`src/rtl/fadd_sub_pipe.sv`:
```
// fadd_sub_pipe: three-stage elastic 64-bit adder/subtractor on the KGP prefix scheme.
// Stages: S1 KGP encode, S2 Kogge-Stone prefix, S3 sum/flags (registered outputs).
// Optional macro FADD_SAT_EN: signed saturation of the result on overflow.
module fadd_sub_pipe #(
    parameter int unsigned WIDTH = 64,
    parameter int unsigned TAG_W = 4
) (
    input  logic             clk,
    input  logic             rst_n,
    input  logic             in_valid,
    output logic             in_ready,
    input  logic [WIDTH-1:0] a,
    input  logic [WIDTH-1:0] b,
    input  logic             sub,
    input  logic [TAG_W-1:0] in_tag,
    output logic             out_valid,
    input  logic             out_ready,
    output logic [WIDTH-1:0] sum,
    output logic             cout,
    output logic             ovf,
    output logic             zero,
    output logic [TAG_W-1:0] out_tag
);

    localparam int unsigned LEVELS = $clog2(WIDTH);

    // Prefix combine: a propagating upper group passes the lower group's status through.
    function automatic logic [1:0] kgp_combine(input logic [1:0] upper, input logic [1:0] lower);
        return (upper[1] ^ upper[0]) ? lower : upper;
    endfunction

    logic v1, v2, v3;
    logic ready1, ready2, ready3;

    logic [WIDTH-1:0]   b_eff;
    logic [2*WIDTH-1:0] kgp1;
    logic [WIDTH-1:0]   x1;
    logic               sub1;
    logic [TAG_W-1:0]   tag1;

    logic [WIDTH-1:0]   carry_c;
    logic [WIDTH-1:0]   c2;
    logic [WIDTH-1:0]   x2;
    logic               sub2;
    logic [TAG_W-1:0]   tag2;

    logic [WIDTH-1:0]   carry_in;
    logic [WIDTH-1:0]   sum_n;
    logic               ovf_n;

    // Elastic ready chain; in_ready is combinational from out_ready.
    always_comb begin
        ready3   = !v3 || out_ready;
        ready2   = !v2 || ready3;
        ready1   = !v1 || ready2;
        in_ready = ready1;
    end

    // Valid bits for all three stages.
    always_ff @(posedge clk or negedge rst_n) begin
        if (!rst_n) begin
            v1 <= 1'b0;
            v2 <= 1'b0;
            v3 <= 1'b0;
        end else begin
            if (ready1) v1 <= in_valid;
            if (ready2) v2 <= v1;
            if (ready3) v3 <= v2;
        end
    end

    // Subtract uses the inverted B operand.
    always_comb begin
        b_eff = sub ? ~b : b;
    end

    // S1: per-bit KGP code {a, b'} plus xor, op and tag.
    always_ff @(posedge clk) begin
        if (ready1 && in_valid) begin
            for (int i = 0; i < int'(WIDTH); i++) begin
                kgp1[2*i +: 2] <= {a[i], b_eff[i]};
            end
            x1   <= a ^ b_eff;
            sub1 <= sub;
            tag1 <= in_tag;
        end
    end

    // S2 combinational: carry-in folded into bit 0, then Kogge-Stone levels of span 1..WIDTH/2.
    always_comb begin
        logic [1:0] code [WIDTH];
        logic [1:0] next [WIDTH];
        for (int i = 0; i < int'(WIDTH); i++) begin
            code[i] = kgp1[2*i +: 2];
            next[i] = 2'b00;
        end
        code[0] = kgp_combine(code[0], sub1 ? 2'b11 : 2'b00);
        for (int l = 0; l < int'(LEVELS); l++) begin
            for (int i = 0; i < int'(WIDTH); i++) begin
                if (i >= (1 << l)) next[i] = kgp_combine(code[i], code[i - (1 << l)]);
                else               next[i] = code[i];
            end
            for (int i = 0; i < int'(WIDTH); i++) begin
                code[i] = next[i];
            end
        end
        for (int i = 0; i < int'(WIDTH); i++) begin
            carry_c[i] = (code[i] == 2'b11);
        end
    end

    // S2 register: group carry status per bit, xor and tag.
    always_ff @(posedge clk) begin
        if (ready2 && v1) begin
            c2   <= carry_c;
            x2   <= x1;
            sub2 <= sub1;
            tag2 <= tag1;
        end
    end

    // S3 combinational: sum bits, overflow and optional saturation.
    always_comb begin
        carry_in = {c2[WIDTH-2:0], sub2};
        ovf_n    = c2[WIDTH-1] ^ c2[WIDTH-2];
        sum_n    = x2 ^ carry_in;
`ifdef FADD_SAT_EN
        // On overflow bit 63 is kill or generate, so c2[63] equals the operand sign.
        if (ovf_n) begin
            sum_n = c2[WIDTH-1] ? {1'b1, {(WIDTH-1){1'b0}}} : {1'b0, {(WIDTH-1){1'b1}}};
        end
`endif
    end

    // S3 register: reset output stage, holds while stalled.
    always_ff @(posedge clk or negedge rst_n) begin
        if (!rst_n) begin
            sum     <= '0;
            cout    <= 1'b0;
            ovf     <= 1'b0;
            zero    <= 1'b0;
            out_tag <= '0;
        end else if (ready3 && v2) begin
            sum     <= sum_n;
            cout    <= c2[WIDTH-1];
            ovf     <= ovf_n;
            zero    <= ~|sum_n;
            out_tag <= tag2;
        end
    end

    always_comb begin
        out_valid = v3;
    end

endmodule
```
`config.mk`:
```
export PLATFORM = sky130hd
export DESIGN_NAME = fadd_sub_pipe
export DESIGN_NICKNAME = d
export VERILOG_FILES = /design/src/rtl/fadd_sub_pipe.sv
export SDC_FILE = /design/constraint.sdc
export NUM_CORES = 1
export LEC_CHECK = 0
export ABC_AREA = 0
export CORE_MARGIN = 5
export CORE_UTILIZATION = 50
export DETAILED_ROUTE_END_ITERATION = 7
export PLACE_DENSITY_LB_ADDON = 0.25
export SLEW_MARGIN = 20
export SYNTH_ARGS = -nofsm -noshare
export SYNTH_HDL_FRONTEND = slang
export SYNTH_SLANG_ARGS = --single-unit
```
`constraint.sdc`:
```
create_clock -name clk -period 7.55 [get_ports clk]
set_input_delay 2.265 -clock clk [delete_from_list [all_inputs] [get_ports clk]]
set_output_delay 2.265 -clock clk [all_outputs]
set_load 0.005 [all_outputs]
```
# Word level (Yosys, flattened, before mapping)
# Cells that the tools add are included.
totals:
  regBits: 404
  elab_cells: 741
classes:
  bitwise: 326
  muxes: 324
  eq_ne: 64
  n_reduce_logical: 11
op_table:
  columns: ["cell", "count"]
  rows:
  - ["2-to-1 mux 2 bit", 323]
  - ["bitwise XOR 1 bit", 323]
  - ["== test 2 bit, second input constant", 64]
  - ["bitwise XOR 64 bit", 2]
  - ["2-to-1 mux 64 bit", 1]
  - ["NOT 64 bit", 1]
  - ["OR reduction 64 bit", 1]
  - ["zero test 1 bit", 4]
  - ["logical AND 1 bit", 3]
  - ["logical OR 1 bit", 3]

# Longest topological paths before layout
depth:
  word_depth: 13
  mapped_depth: 14
  depth_no_buf: 13

# Worst setup path after synthesis
# No wires, ideal clock.
synth_timing:
  path_type: "input to register"
  from: "input port out_ready"
  to: "register kgp1[0], enable pin"
  t_required_ps: 6967
  cell_stages: 3
  setup_slack_ps: 6
  setup_time_ps: 583
  arrival_ps: 6962
  path_buffers: 0
  cell_sequence: "nor2b_1 -> nand3_1 -> and2_1"
synth_via:
  elab_chain_cells: 4
synth_rtl:
  columns: ["element", "line_no", "rtl"]
  rows:
  - ["start: declaration", "17", "input logic out_ready,"]
  - ["logical OR 1 bit", "53", "ready3 = !v3 || out_ready;"]
  - ["logical OR 1 bit", "54", "ready2 = !v2 || ready3;"]
  - ["logical OR 1 bit", "55", "ready1 = !v1 || ready2;"]
  - ["via in_ready", "11", "output logic in_ready,"]
  - ["logical AND 1 bit", "79", "if (ready1 && in_valid) begin"]
  - ["end signal: indexed assignment", "81", "kgp1[2*i +: 2] <= {a[i], b_eff[i]};"]
  - ["end: declaration", "36", "logic [2*WIDTH-1:0] kgp1;"]
# The timed path passes the listed nets, and every way through them passes these cells.
# A chain may end at the register's enable or synchronous reset.

# Final worst setup path
layout_timing:
  from: "input port out_ready"
  to: "output port in_ready"
layout_via:
  elab_chain_cells: 3
layout_rtl:
  columns: ["element", "line_no"]
  rows:
  - ["logical OR 1 bit", "53"]
  - ["logical OR 1 bit", "54"]
  - ["logical OR 1 bit", "55"]
  - ["end: declaration", "11"]
# Every way passes these cells.

==> flow_metrics.py <==
metrics = {
    "run_status": {
        "outcome": "finished, final reports clean",
    },
    "die": {
        "fp.dieH_um": 210,
        "dieWidth_um": 210,
        "num_rows": 73,
        "start_util": 0.504,
        "core_sq_um": 39600,
        "die-area_sq_um": 44100,
        "io_pins": 210,
    },
    "clocking": {
        "cts_sinks": 404,
        "htreeDepth": 2,
        "hold_buffers": 0,
        "cts_resized": 0,
        "clk_latency_ns": 0.57,
        "cts_inserted_buffers": 43,
        "clkTransAtPathRegs_ns": 0.06,
        "cts_setup_buffers": 0,
        "root_buffer": "clkbuf_16",
        "tritoncts": "built",
        "clock_path_buffers": 3,
    },
    "place": {
        "post_dp_cell_area_sq_um": 22500,
        "io_buffers": 209,
        "hpwl_um": 36700,
        "place_congestion": 0.889,
    },
    "timing": {
        "fmax_mhz": 174,
        "worst_slew_pin_slew_ns": 0.862,
        "fin_crit_ns": 5.73,
        "clock_skew_ns": 0.0214,
        "tns_ns": 0,
        "drv_slew": 0,
        "final-hold-violation-count": 0,
        "rsz0062_at_grt": "false",
        "finalCritPeriodShare": 0.759,
        "timing.slew.headroom": 0.420,
        "finalSetupViolations": 0,
    },
    "logic_synthesis": {
        "netlist_top_cells_count": "edfxtp_1, nand2_1, xor2_1",
        "yosysTopAreaCell": "edfxtp_1",
        "synth_nets": 1840,
        "mappedNetlistArea_sq_um": 20000,
        "synth_edf_count": 330,
        "synth_top_area_frac": 0.496,
        "syn-mean-instance-area_sq_um": 11.8,
        "yosysMostFrequentCell": "edfxtp_1",
        "ys_async_sr_fraction": 0.183,
        "yosys-top-cells-area": "edfxtp_1, dfrtp_1, xor2_1",
        "seq_area_frac_synth": 0.589,
        "ys_seq_elements": 404,
        "netlist_instances": 1699,
        "yosys_warnings": 0,
        "synthDistinctLibCells": 100,
        "synth-main-ff-cell": "edfxtp_1",
    },
    "power_and_ir_drop": {
        "comb_power_share": 0.208,
        "power_density_nw_per_um2": 269,
        "ir_drop_v": 0.000192,
        "p_clk_frac": 0.323,
        "switching_share": 0.281,
        "p_switching_mw": 1.81,
        "p_leak_nw": 8.65,
        "seq_power_share": 0.469,
        "power.internal_mw": 4.63,
    },
    "min_path": {
        "min_from": "tag1[1]",
        "hold_path.class": "reg -> reg",
    },
    "critical_path": {
        "crit_required_ns": 5.29,
        "arrival_ns": 3.47,
        "worstSetupStartpoint": "out_ready",
        "cp-end-kind": "output port",
        "path_class": "in -> out",
        "cp-start-kind": "input port",
        "r2r_start": "sub1",
        "path_max_fanout": 3,
    },
    "routing": {
        "drc": 0,
        "dr.pass1.iters": 6,
        "vias_per_cell": 5.52,
        "wirelength_um": 48800,
        "drt_iter0_markers": 959,
        "ant_nets": 0,
        "wl_per_cell_um": 19.8,
        "via_count": 13600,
    },
    "cells_and_area": {
        "final_area_sq_um": 23900,
        "nets": 2043,
        "area_growth_pct": 19.7,
        "drive_gt1_frac": 0.0708,
        "num_antenna_cells": 0,
    },
    "global_route": {
        "grt_pass1_vias": 13300,
        "grt_max_degree": 104,
        "grt-ovfl-total": 0,
        "grt_pass1_wl_um": 75000,
        "grt_use_total": 0.217,
        "antenna_found_initial": 1,
    },
    "job": {
        "max_cap_violations": 0,
    },
}
## logic make-up (layout without fill, tap and decap cells)
kind of cell,after synthesis,in the layout,share of synthesized area
simple gates,480,480,0.111
flops,404,404,0.589
compound gates,386,386,0.123
xor+xnor,248,248,0.109
fa+ha+maj,89,89,0.0455
buf+inv,86,323,0.0187
mux,6,6,0.00319
## critical path, stage by stage
cell	delay, ns
clkdlybuf4s50_1	0.42
nor2b_1	0.17
nand3_1	0.14
clkdlybuf4s50_1	0.47
## layout make-up
type / count / area (sq um)
tap: 525 / 657
clock inverter: 20 / 188
multi-input combinational: 1209 / 7860
fill: 3210 / 15700
timing repair buffer: 215 / 2150
clock buffer: 59 / 1200
sequential: 404 / 11800
inverter: 29 / 109
## power by group through the flow
stage	Combinational (mW)	Clock [mW]	Sequential, mW
detailed placement	1.34	0	3.07
CTS	1.34	2.13	3.02
finish	1.34	2.08	3.02
global route	1.46	2.22	3.06
global placement	1.31	0	3.05
floorplan	0.767	0	3.01
## stage by stage
stage | hold slack, ns | power [mW] | setup slack [ns] | std cells | utilization
CTS | 0.414 | 6.49 | 1.82 | 2461 | 0.603
global placement | 0.401 | 4.36 | 1.83 | 2382 | 0.568
finish | 0.411 | 6.43 | 1.82 | 2461 | 0.603
global route | 0.421 | 6.74 | 1.72 | 2461 | 0.603
floorplan | 0.400 | 3.77 | 0.00573 | 1699 | -
detailed placement | 0.405 | 4.40 | 1.84 | 2382 | 0.568
## per-layer routing
layer,vias up,share of wire,track usage
met5,-,0.00016,0
met4,2,0.036,0.0763
met3,91,0.073,0.0564
met2,432,0.45,0.340
met1,6483,0.44,0.297
li1,6589,-,-
## path summary, 6_finish.rpt
| kind | end | slack, ns | cells past startpoint |
|---|---|---|---|
| setup / recovery | in_ready | 1.82 | 4 |
| hold / removal | tag2[1] | 0.41 | 0 |
| setup reg to reg | c2[61] | 3.87 | 10 |
| hold reg to reg | tag2[1] | 0.41 | 0 |
| max in group asynchronous | sum[17] | 5.31 | 1 |
| min in group asynchronous | sum[56] | 1.72 | 1 |
## placed cells by master (no fill, tap or decap), types with 7 or more instances in the layout
cell type        netlist  layout
a21o_1                15      15
o21ai_0              140     140
clkdlybuf4s50_1        0     207
and2_1                26      24
a31oi_1               17      17
maj3_1                78      78
a21oi_1               89      89
o21ai_1                8       8
xnor2_1               81      81
o31ai_1               12      12
or2_2                 13      13
clkbuf_1              35      12
maj3_2                 7       7
nand2_1              212     211
nand4_1               26      26
o21a_1                 9       9
edfxtp_1             330     330
nor2_1               122     122
o22ai_1                9       9
inv_1                 29      29
clkbuf_16              0      45
xor2_1               165     165
nand3_1               15      15
dfrtp_1               74      74
nand2b_1              10      10
nor3_1                 8       8
## registers in the layout, indices dropped and copies added, names as in the netlist
register and cells:
c2 64, cout 1, kgp1 128, out_tag 4
out_valid 1, ovf 1, sub1 1, sub2 1
sum 64, tag1 4, tag2 4, v1 1
v2 1, x1 64, x2 64, zero 1
Note: power is estimated with default switching activity, not from simulation.
